<file path="src/rtl/mem_burst_sequencer.sv">
// Command-driven burst master for a word-addressed memory: one read or write burst per command.
// Optional macro MEM_SEQ_RANGE_CHECK_EN rejects bursts that would run past the top of memory.
module mem_burst_sequencer #(
  parameter int ADDR_W = 19,
  parameter int DATA_W = 8,
  parameter int LEN_W  = 10,
  parameter int RD_LAT = 2
) (
  input  logic              clk,
  input  logic              rst,
  input  logic              cmd_valid,
  output logic              cmd_ready,
  input  logic              cmd_write,
  input  logic [ADDR_W-1:0] cmd_addr,
  input  logic [LEN_W-1:0]  cmd_len,
  input  logic              wr_valid,
  output logic              wr_ready,
  input  logic [DATA_W-1:0] wr_data,
  output logic              rd_valid,
  output logic [DATA_W-1:0] rd_data,
  output logic              mem_read_enable,
  output logic              mem_write_enable,
  output logic [ADDR_W-1:0] mem_address,
  output logic [DATA_W-1:0] mem_wdata,
  input  logic [DATA_W-1:0] mem_rdata,
  output logic              busy,
  output logic              done,
  output logic              err
);

  typedef enum logic [2:0] {S_IDLE, S_READ, S_WRITE, S_DRAIN, S_DONE} state_t;

  state_t              state, state_n;
  logic [ADDR_W-1:0]   cur, cur_n;
  logic [LEN_W-1:0]    rem, rem_n;
  logic                re_n, we_n;
  logic [ADDR_W-1:0]   addr_n;
  logic [DATA_W-1:0]   wdata_n;
  logic [RD_LAT:1]     vld_pipe;
  logic                oor;

  assign cmd_ready = (state == S_IDLE);
  assign busy      = (state != S_IDLE);
  assign done      = (state == S_DONE);
  assign wr_ready  = (state == S_WRITE);

`ifdef MEM_SEQ_RANGE_CHECK_EN
  logic [ADDR_W:0] end_addr;
  logic            rng_err;

  // One extra bit so start+len lands exactly on 2**ADDR_W without wrapping.
  assign end_addr = {1'b0, cmd_addr} + {{(ADDR_W+1-LEN_W){1'b0}}, cmd_len};
  assign oor      = end_addr > {1'b1, {ADDR_W{1'b0}}};
  assign err      = done & rng_err;

  always_ff @(posedge clk) begin
    if (rst)                         rng_err <= 1'b0;
    else if (cmd_valid && cmd_ready) rng_err <= oor;
  end
`else
  assign oor = 1'b0;
  assign err = 1'b0;
`endif

  always_comb begin
    state_n = state;
    cur_n   = cur;
    rem_n   = rem;
    re_n    = 1'b0;
    we_n    = 1'b0;
    addr_n  = mem_address;
    wdata_n = mem_wdata;
    case (state)
      S_IDLE: begin
        if (cmd_valid) begin
          cur_n = cmd_addr;
          rem_n = cmd_len;
          if (oor || cmd_len == '0) begin
            state_n = S_DONE;
          end else if (cmd_write) begin
            state_n = S_WRITE;
          end else begin
            // First read strobe goes out in the cycle right after accept.
            state_n = S_READ;
            re_n    = 1'b1;
            addr_n  = cmd_addr;
            cur_n   = cmd_addr + 1'b1;
            rem_n   = cmd_len - 1'b1;
          end
        end
      end
      S_READ: begin
        if (rem != '0) begin
          re_n   = 1'b1;
          addr_n = cur;
          cur_n  = cur + 1'b1;
          rem_n  = rem - 1'b1;
        end else begin
          state_n = S_DRAIN;
        end
      end
      S_WRITE: begin
        if (wr_valid) begin
          we_n    = 1'b1;
          addr_n  = cur;
          wdata_n = wr_data;
          cur_n   = cur + 1'b1;
          rem_n   = rem - 1'b1;
          // Last beat: pass through DRAIN so done lands after the final strobe.
          if (rem == LEN_W'(1)) state_n = S_DRAIN;
        end
      end
      S_DRAIN: begin
        if (vld_pipe == '0) state_n = S_DONE;
      end
      S_DONE: begin
        state_n = S_IDLE;
      end
      default: state_n = S_IDLE;
    endcase
  end

  always_ff @(posedge clk) begin
    if (rst) begin
      state            <= S_IDLE;
      cur              <= '0;
      rem              <= '0;
      mem_read_enable  <= 1'b0;
      mem_write_enable <= 1'b0;
      mem_address      <= '0;
      mem_wdata        <= '0;
      vld_pipe         <= '0;
      rd_valid         <= 1'b0;
      rd_data          <= '0;
    end else begin
      state            <= state_n;
      cur              <= cur_n;
      rem              <= rem_n;
      mem_read_enable  <= re_n;
      mem_write_enable <= we_n;
      mem_address      <= addr_n;
      mem_wdata        <= wdata_n;
      // vld_pipe[k] marks a strobe issued k cycles ago; stage RD_LAT sees valid mem_rdata.
      vld_pipe[1]      <= mem_read_enable;
      for (int i = 2; i <= RD_LAT; i++) vld_pipe[i] <= vld_pipe[i-1];
      rd_valid         <= vld_pipe[RD_LAT];
      if (vld_pipe[RD_LAT]) rd_data <= mem_rdata;
    end
  end

endmodule
</file>
<file path="config.mk">
export PLATFORM = sky130hd
export DESIGN_NAME = mem_burst_sequencer
export DESIGN_NICKNAME = d
export VERILOG_FILES = /design/src/rtl/mem_burst_sequencer.sv
export SDC_FILE = /design/constraint.sdc
export NUM_CORES = 1
export LEC_CHECK = 0
export ABC_AREA = 1
export CORE_MARGIN = 2
export CORE_UTILIZATION = 26
export CTS_CLUSTER_SIZE = 8
export DETAILED_ROUTE_END_ITERATION = 7
export PLACE_DENSITY = 0.51
export REMOVE_ABC_BUFFERS = 1
export SYNTH_ARGS = -nofsm -noshare
export SYNTH_HDL_FRONTEND = slang
export SYNTH_SLANG_ARGS = --single-unit
export TNS_END_PERCENT = 100
</file>
<file path="constraint.sdc">
create_clock -name clk -period 2.05 [get_ports clk]
set_input_delay 0.205 -clock clk [delete_from_list [all_inputs] [get_ports clk]]
set_output_delay 0.205 -clock clk [all_outputs]
set_load 0.1 [all_outputs]
</file>
==> flow_metrics.py, run 1 <==
metrics = {
    "run_status": {
        "status": "completed",
    },
    "yosys": {
        "syn_area_per_cell_um2": 6.14,
        "synth_compound_area_share_pct": 16.8,
        "yosys.area_share.simple_pct": 37.1,
        "yosys.area_share.xor_xnor_pct": 1.71,
        "async_flop_share_pct": 0,
        "synthCells": 751,
        "muxShareOfSynthArea_pct": 0,
        "synth_top_area_share_pct": 31.3,
        "seq_area_frac_synth_pct": 31.3,
        "yosys.area.top_type": "dfxtp_1",
        "post-synth-top-count-cell": "nand2_1",
        "synth_top_family_by_area": "simple AND/OR/NAND/NOR gates",
        "synth_warnings": 0,
        "synth_edf_count": 0,
        "synth_fa_ha_area_share_pct": 1.63,
        "ys_types": 40,
        "synth_area_um2": 4610,
        "ys_seq_elements": 72,
        "synthTopCellsByArea": "dfxtp_1 (31%), nand2_1 (12%), nor2_1 (10%), nand3_1 (8.6%), o21ai_0 (7.6%)",
        "synth_flop_cell": "dfxtp_1",
        "synth_common_cells": "nand2_1 (144), nor2_1 (124), inv_1 (83), nand3_1 (79), dfxtp_1 (72)",
    },
    "critical_path": {
        "critPathLaunch": "cur[1]",
        "path_cells": "ha_1, nand3_1, nor2_2, nand2_1, nor2_1, buf_4, nand4_1, nand3_1, nand2_1, a21oi_1",
        "worst_path_largest_cell_delay_ns": 0.37,
        "crit_type": "register to register",
        "crit_arrival_ns": 2.07,
        "end_kind": "register",
        "cp.required_ns": 2.33,
        "r2r_start": "cur[1]",
        "critPathMaxFanout": 5,
        "startpoint_type": "register",
        "slowest_stage": "dfxtp_1",
    },
    "sta": {
        "fin_tns_setup_ns": 0,
        "finClkSkew_ns": 0.00654,
        "rsz0062_at_grt": "no",
        "fin_crit_sh_pct": 87.4,
        "period_needed_ns": 1.79,
        "final-setup-viol-count": 0,
        "slew_violations": 0,
        "finalHoldViolations": 0,
        "fmax_mhz": 558,
    },
    "cells_and_area": {
        "area_delta_synth_final_pct": 40.0,
        "drive_above_1_share_pct": 15.7,
        "nets": 935,
        "antennaDiodeCount": 0,
        "post-route-util_pct": 37.3,
    },
    "clock_tree": {
        "tritoncts": "built",
        "clockBufferDepth": 2,
        "h-tree-depth": 3,
        "root_buffer": "clkbuf_16",
        "cts_sinks": 72,
        "clkLatencyLatePin_ns": 0.35,
        "postCtsSetupBuffers": 0,
        "cts_buffers": 9,
        "clk_pin_slew_ns": 0.06,
    },
    "floorplanning": {
        "core_area_um2": 17300,
        "io_pins": 93,
        "dieWidth_um": 137,
        "dieArea_um2": 18800,
        "start_util_pct": 26.6,
        "dieHeight_um": 137,
        "rows": 48,
    },
    "detailed_routing": {
        "vias_per_cell": 4.62,
        "wl_per_cell_um": 13.6,
        "dr_total_vias": 5123,
        "ant_nets": 0,
        "drt_pass1_iterations": 4,
        "wl_um": 15100,
        "drtIter0Drc": 341,
        "route.detailed.drc": 0,
    },
    "global_routing": {
        "overflow": 0,
        "grt_pass1_wl_um": 24400,
        "first_global_vias": 4885,
        "antenna_found_initial": 0,
        "grt_use_total_pct": 16.6,
        "grt_max_degree": 43,
    },
    "place": {
        "gp_congestion": 0.845,
        "port_buffers": 91,
        "hpwl_um": 11200,
    },
    "job": {
        "cap_violations": 0,
    },
    "min_path": {
        "hold_start": "mem_rdata[0]",
        "hp-class": "primary input to register",
    },
    "power_and_ir_drop": {
        "power_w": 0.0110,
        "p_per_area_nw_per_um2": 1700,
        "irDropWorstVdd_mv": 0.937,
        "p_leak_nw": 2.90,
    },
}
[report_power, final]
part           leakage, nW  internal (W)  switching, W
logic                 2.13       0.00214       0.00460
clock network        0.169       0.00123      0.000673
registers            0.593       0.00190      0.000436
total                 2.90       0.00527       0.00571
[area by class of cell]
| type | instances | area [µm²] |
|---|---|---|
| well taps | 225 | 282 |
| multi-input cells | 555 | 2650 |
| fillers | 1884 | 10800 |
| clock buffers | 10 | 239 |
| inverters | 91 | 344 |
| flip-flops and latches | 72 | 1440 |
| repair buffers | 150 | 1390 |
| clock inverters | 6 | 115 |
[state kept, by name (all words and copies together) (netlist names)]
register          flops
cur                  19
mem_address          19
rem                  10
mem_wdata             8
rd_data               8
state                 3
vld_pipe              2
mem_read_enable       1
mem_write_enable      1
rd_valid              1
[what timing repair did]
action,4_1_cts,5_1_grt
endpoints found under the setup margin,0,2
hold buffers,0,0
gates resized for setup,0,1
[worst paths after layout]
kind / end / slack, ns / cells after the start
worst max-delay path: cur[14] / 0.26 / 10
worst max register to register: cur[14] / 0.26 / 10
worst min-delay path: rd_data[0] / 0.43 / 3
worst min register to register: vld_pipe[1] / 0.44 / 2
[cell usage in the layout, fill, tap and decap left out, types with 2 or more instances in the layout]
cell               n
nor3b_1            2
or2_2              2
clkbuf_16          9
o21bai_1           2
inv_2              6
a31oi_1            3
o21ai_0           70
bufinv_16          3
dfxtp_1           72
nor2_2             3
nor2_1           123
a21oi_1           54
nand4_1           17
nand3_1           79
nor3_4             2
nor3_1             9
xnor2_1            2
ha_1               6
xor2_1             7
o21ai_1           16
nand2_1          144
clkdlybuf4s50_1   49
nand2_2            2
buf_12            11
buf_4             90
inv_1             83
[routing by layer]
layer	GRT usage, %	wire length, µm
met5	0	0
met4	4.07	172
met3	4.30	761
met2	28.0	7040
met1	21.2	7120
[through the flow]
step                      std cells  hold slack, ns  setup slack (ns)  area, µm²
final                          1109           0.434             0.258       6450
after CTS                      1109           0.421             0.182       6450
after global placement         1093           0.421           -0.0865       6100
after detailed placement       1093           0.422           -0.0827       6100
after global routing           1109           0.443            0.0325       6450
after floorplan                 718           0.274             -1.12       4430
[critical path: cells and delay by family (launching register included)]
family,cells,cell delay (ns)
flip-flops,1,0.37
AND/OR/NAND/NOR,7,0.88
buffers and inverters,1,0.14
adder cells (fa/ha/maj),1,0.22
AO/OA/AOI/OAI,1,0.11
[cell families after synthesis]
| kind of cell | after synthesis |
|---|---|
| DFF | 72 |
| AOI/OAI and AO/OA | 149 |
| adders and majority gates | 6 |
| buffers and inverters | 124 |
| xor gates and xnor gates | 9 |
| other | 1 |
| and+or+nand+nor | 390 |
No activity file was read; power rests on OpenSTA's default activity.
==> run 2, diff against run 1 <==
CORE_ASPECT_RATIO = 1.5   (was not set)
==> flow_metrics.py, run 2 (synthesis gave the netlist of run 1 again) <==
metrics = {
    "power_and_ir_drop": {
        "p_leak_nw": 2.90,
        "p_per_area_nw_per_um2": 1700,
        "irDropWorstVdd_mv": 1.06,
    },
    "critical_path": {
        "path_cells": "ha_1, nand3_1, nor2_1, buf_4, nand2_1, nor2_1, nand2_1, nand3_1, nand2_1, inv_1, nand2_1, a21oi_1",
        "end_kind": "register",
        "cp.required_ns": 2.31,
        "crit_top_cell": "nand2_1",
        "critPathMaxFanout": 5,
        "crit_type": "register to register",
        "ff2ff_setup_slack_ns": 0.18,
        "slowest_stage": "dfxtp_1",
        "startpoint_type": "register",
        "r2r_end": "cur[12]",
        "worst_path_largest_cell_delay_ns": 0.37,
        "r2r_start": "cur[1]",
        "reg2regPathDepth": 12,
        "crit_arrival_ns": 2.13,
    },
    "place": {
        "place_area_um2": 6090,
        "placedCellCount": 1085,
        "port_buffers": 91,
        "hpwl_um": 11700,
        "gp_congestion": 0.847,
    },
    "clock_tree": {
        "h-tree-depth": 3,
        "cts_sinks": 72,
        "clk_pin_slew_ns": 0.06,
        "cts_buffers": 9,
        "clkLatencyLatePin_ns": 0.34,
        "tritoncts": "built",
        "ctsHoldBuffers": 0,
        "root_buffer": "clkbuf_16",
        "postCtsSetupBuffers": 0,
        "clockBufferDepth": 2,
    },
    "min_path": {
        "hold_start": "mem_read_enable",
        "hp-class": "register to register",
        "min_to": "vld_pipe[1]",
        "whs_path_depth": 2,
    },
    "cells_and_area": {
        "multi_input_area_um2": 2650,
        "layout_commonest_cell": "nand2_1",
        "layout_common_cells": "nand2_1 (144), nor2_1 (124), buf_4 (96)",
        "final_cells": 1101,
        "seq_area_um2": 1440,
        "nets": 939,
        "top_regs": "cur (19), mem_address (19), rem (10)",
        "area_delta_synth_final_pct": 39.8,
        "stdcell_area_um2": 6440,
        "drive_above_1_share_pct": 16.0,
        "post-route-util_pct": 37.1,
        "antennaDiodeCount": 0,
        "fillCellCount": 1857,
    },
    "sta": {
        "finClkSkew_ns": 0.0137,
        "fmax_mhz": 536,
        "final-setup-viol-count": 0,
        "finalHoldViolations": 0,
        "rsz0062_at_grt": "no",
        "fin_crit_sh_pct": 91.0,
        "slew_violations": 0,
        "period_needed_ns": 1.87,
        "fin_hold_ws_ns": 0.423,
        "fin_tns_setup_ns": 0,
    },
    "detailed_routing": {
        "wl_per_cell_um": 13.9,
        "dr_total_vias": 5184,
        "drtIter0Drc": 205,
        "wl_um": 15300,
        "ant_nets": 0,
        "drt_pass1_iterations": 4,
        "vias_per_cell": 4.71,
        "route.detailed.drc": 0,
    },
    "global_routing": {
        "antenna_found_initial": 0,
        "first_global_vias": 5088,
        "grt_max_degree": 43,
        "grt_pass1_wl_um": 25200,
        "overflow": 0,
        "grt_use_total_pct": 16.6,
    },
    "floorplanning": {
        "core_area_um2": 17300,
        "dieWidth_um": 113,
        "dieArea_um2": 18800,
        "dieHeight_um": 167,
        "rows": 59,
        "start_util_pct": 26.6,
        "io_pins": 93,
    },
    "run_status": {
        "status": "completed",
    },
    "job": {
        "cap_violations": 0,
    },
}
[run 2: cell types whose count changed in the layout (fill, tap and decap cells not counted), sizes merged]
cell,change
clkinvlp,-1
inv,+1
clkbuf,-1
buf,+4
clkinv,+1
[run 2: where the power goes]
part	switching, W	total, W	internal [W]
sequential	0.000445	0.00235	0.00190
clock	0.000684	0.00189	0.00120
combinational	0.00462	0.00674	0.00212
total	0.00575	0.0110	0.00523
[run 2: through the flow]
stage	power (W)	setup slack (ns)
floorplan	0.00682	-1.12
global placement	0.00917	-0.162
detailed placement	0.00915	-0.209
CTS	0.0111	0.138
global route	0.0118	0.0261
finish	0.0110	0.184
[run 2: worst max-delay path, delay by kind of cell, from the launching register on]
family / cells / cell delay (ns)
AOI/OAI and AO/OA: 1 / 0.13
adders and majority gates: 1 / 0.20
buffers and inverters: 2 / 0.18
DFF: 1 / 0.37
and+or+nand+nor: 8 / 0.92
[run 2: worst max path at each step]
stage | from | endpoint | slack (ns)
global route | cmd_len[0] | cur[8] | 0.03
global placement | cmd_len[0] | cur[8] | -0.16
detailed placement | cmd_len[0] | rem[3] | -0.21
floorplan | state[1] | cur[11] | -1.12
CTS | cmd_len[0] | rem[3] | 0.14
finish | cur[1] | cur[12] | 0.18
[run 2: timing repair]
item                                    4_1_cts  5_1_grt
endpoints found under the setup margin        0        5
resized for setup                             0        1
endpoints found under the hold margin         0        0
[run 2: layout make-up]
type | count | share of cell area (%)
multi-input combinational | 555 | 41.1
sequential | 72 | 22.4
clock buffer | 9 | 3.50
timing repair buffer | 154 | 21.6
inverter | 91 | 5.34
clock inverter | 7 | 1.94
tap | 213 | 4.14
[run 2: layer usage]
layer | part of all wire, % | global-route usage [%]
met1 | 41 | 19.2
met5 | 0 | 0
met3 | 3.8 | 2.73
met2 | 52 | 29.7
met4 | 3.4 | 7.37
==> run 3, diff against run 2 <==
CORE_MARGIN = not set   (was 2)
==> flow_metrics.py, run 3 (synthesis gave the netlist of run 1 again) <==
metrics = {
    "cells_and_area": {
        "layout_common_cells": "nand2_1 (144), nor2_1 (123), buf_4 (92)",
        "top_regs": "cur (19), mem_address (19), rem (10)",
        "layout_commonest_cell": "nand2_1",
        "final_cells": 1096,
        "antennaDiodeCount": 0,
        "area_delta_synth_final_pct": 37.3,
        "drive_above_1_share_pct": 15.6,
        "nets": 934,
    },
    "min_path": {
        "whs_path_depth": 2,
        "min_to": "vld_pipe[1]",
        "hold_start": "mem_read_enable",
        "hp-class": "register to register",
    },
    "sta": {
        "period_needed_ns": 1.85,
        "slew_violations": 0,
        "fin_crit_sh_pct": 90.3,
        "finClkSkew_ns": 0.00692,
        "fmax_mhz": 540,
        "finalHoldViolations": 0,
        "rsz0062_at_grt": "no",
        "final-setup-viol-count": 0,
    },
    "clock_tree": {
        "cts_sinks": 72,
        "clk_pin_slew_ns": 0.07,
        "ctsHoldBuffers": 0,
        "clkLatencyLatePin_ns": 0.34,
        "cts_resized": 0,
        "clockBufferDepth": 2,
        "root_buffer": "clkbuf_16",
        "h-tree-depth": 3,
        "postCtsSetupBuffers": 0,
        "tritoncts": "built",
        "cts_buffers": 9,
    },
    "detailed_routing": {
        "drt_pass1_iterations": 5,
        "wl_per_cell_um": 13.9,
        "wl_um": 15300,
        "ant_nets": 0,
        "route.detailed.drc": 0,
        "vias_per_cell": 4.67,
        "drtIter0Drc": 182,
        "dr_total_vias": 5115,
    },
    "critical_path": {
        "r2r_end": "cur[12]",
        "reg2regPathDepth": 11,
        "crit_arrival_ns": 2.12,
        "ff2ff_setup_slack_ns": 0.20,
        "cp.required_ns": 2.32,
        "r2r_start": "cur[1]",
        "end_kind": "register",
        "startpoint_type": "register",
        "critPathMaxFanout": 5,
        "crit_type": "register to register",
    },
    "global_routing": {
        "overflow": 0,
        "grt_pass1_wl_um": 24500,
        "grt_max_degree": 43,
        "antenna_found_initial": 0,
        "first_global_vias": 4874,
        "grt_use_total_pct": 16.9,
    },
    "place": {
        "hpwl_um": 11700,
        "gp_congestion": 0.815,
        "placedCellCount": 1080,
        "port_buffers": 91,
    },
    "job": {
        "cap_violations": 0,
    },
    "run_status": {
        "status": "completed",
    },
    "power_and_ir_drop": {
        "seqPwrFrac_pct": 22.1,
        "pwr-share-comb_pct": 63.2,
        "power_w": 0.0106,
        "p_leak_nw": 2.84,
        "power.net_switching_w": 0.00575,
        "irDropWorstVdd_mv": 0.975,
        "p_per_area_nw_per_um2": 1670,
        "clkPwrFrac_pct": 14.7,
        "p_int_w": 0.00483,
        "swShare_pct": 54.3,
    },
    "floorplanning": {
        "dieWidth_um": 111,
        "io_pins": 93,
        "core_area_um2": 17300,
        "dieHeight_um": 165,
        "dieArea_um2": 18300,
        "rows": 59,
        "start_util_pct": 26.6,
    },
}
==> run 3: worst max path at each step <==
stage / from / end / slack [ns] / cells past startpoint
finish: cur[1] / cur[12] / 0.20 / 11
global route: cur[1] / cur[12] / 0.03 / 11
CTS: cur[1] / cur[12] / 0.1 / 11
detailed placement: cmd_len[0] / cur[7] / -0.08 / 12
global placement: cmd_len[0] / cur[11] / -0.07 / 13
floorplan: state[1] / cur[11] / -1.12 / 11
==> run 3: metal layers <==
metal	routed length (µm)	part of all wire (%)	up-vias	track usage, %
met5	0	0	-	0
met4	292	1.9	0	4.91
met3	595	3.9	18	2.66
met2	8220	54	110	33.7
met1	6170	40	2289	18.0
li1	-	-	2698	-
==> run 3: power by group through the flow <==
stage          registers, W  clock network [W]  logic (W)
2_1_floorplan       0.00369                  0    0.00313
3_3_place_gp        0.00237                  0    0.00674
3_5_place_dp        0.00237                  0    0.00674
4_1_cts             0.00234            0.00161    0.00676
5_1_grt             0.00242            0.00166    0.00732
6_report            0.00234            0.00156    0.00669
==> run 3: final cells by class <==
type | count | area, µm²
Fill cell | 1883 | 11000
Multi-Input combinational cell | 555 | 2650
Sequential cell | 72 | 1440
Timing Repair Buffer | 149 | 1340
Inverter | 91 | 344
Tap cell | 213 | 267
Clock buffer | 9 | 225
Clock inverter | 7 | 61.3
==> run 3: through the flow <==
step | setup slack (ns) | setup TNS [ns] | instance area, µm² | hold WS, ns | util (%)
after floorplan | -1.12 | -61.65 | 4430 | 0.274 | -
after global placement | -0.0680 | -0.472 | 6040 | 0.424 | 34.8
after detailed placement | -0.0805 | -0.633 | 6040 | 0.417 | 34.8
after CTS | 0.0959 | 0 | 6320 | 0.428 | 36.4
after global routing | 0.0284 | 0 | 6320 | 0.442 | 36.5
final | 0.199 | 0 | 6320 | 0.429 | 36.5
==> run 3: worst max-delay path, stage by stage (launching register included) <==
cell and delay (ns):
dfxtp_1 0.37, ha_1 0.20, nand3_1 0.16, nor2_2 0.22, nand2_1 0.19, nor2_1 0.24
nand2_1 0.08, nand3_1 0.08, nand2_1 0.05, inv_1 0.05, nand2_1 0.05, a21oi_1 0.10
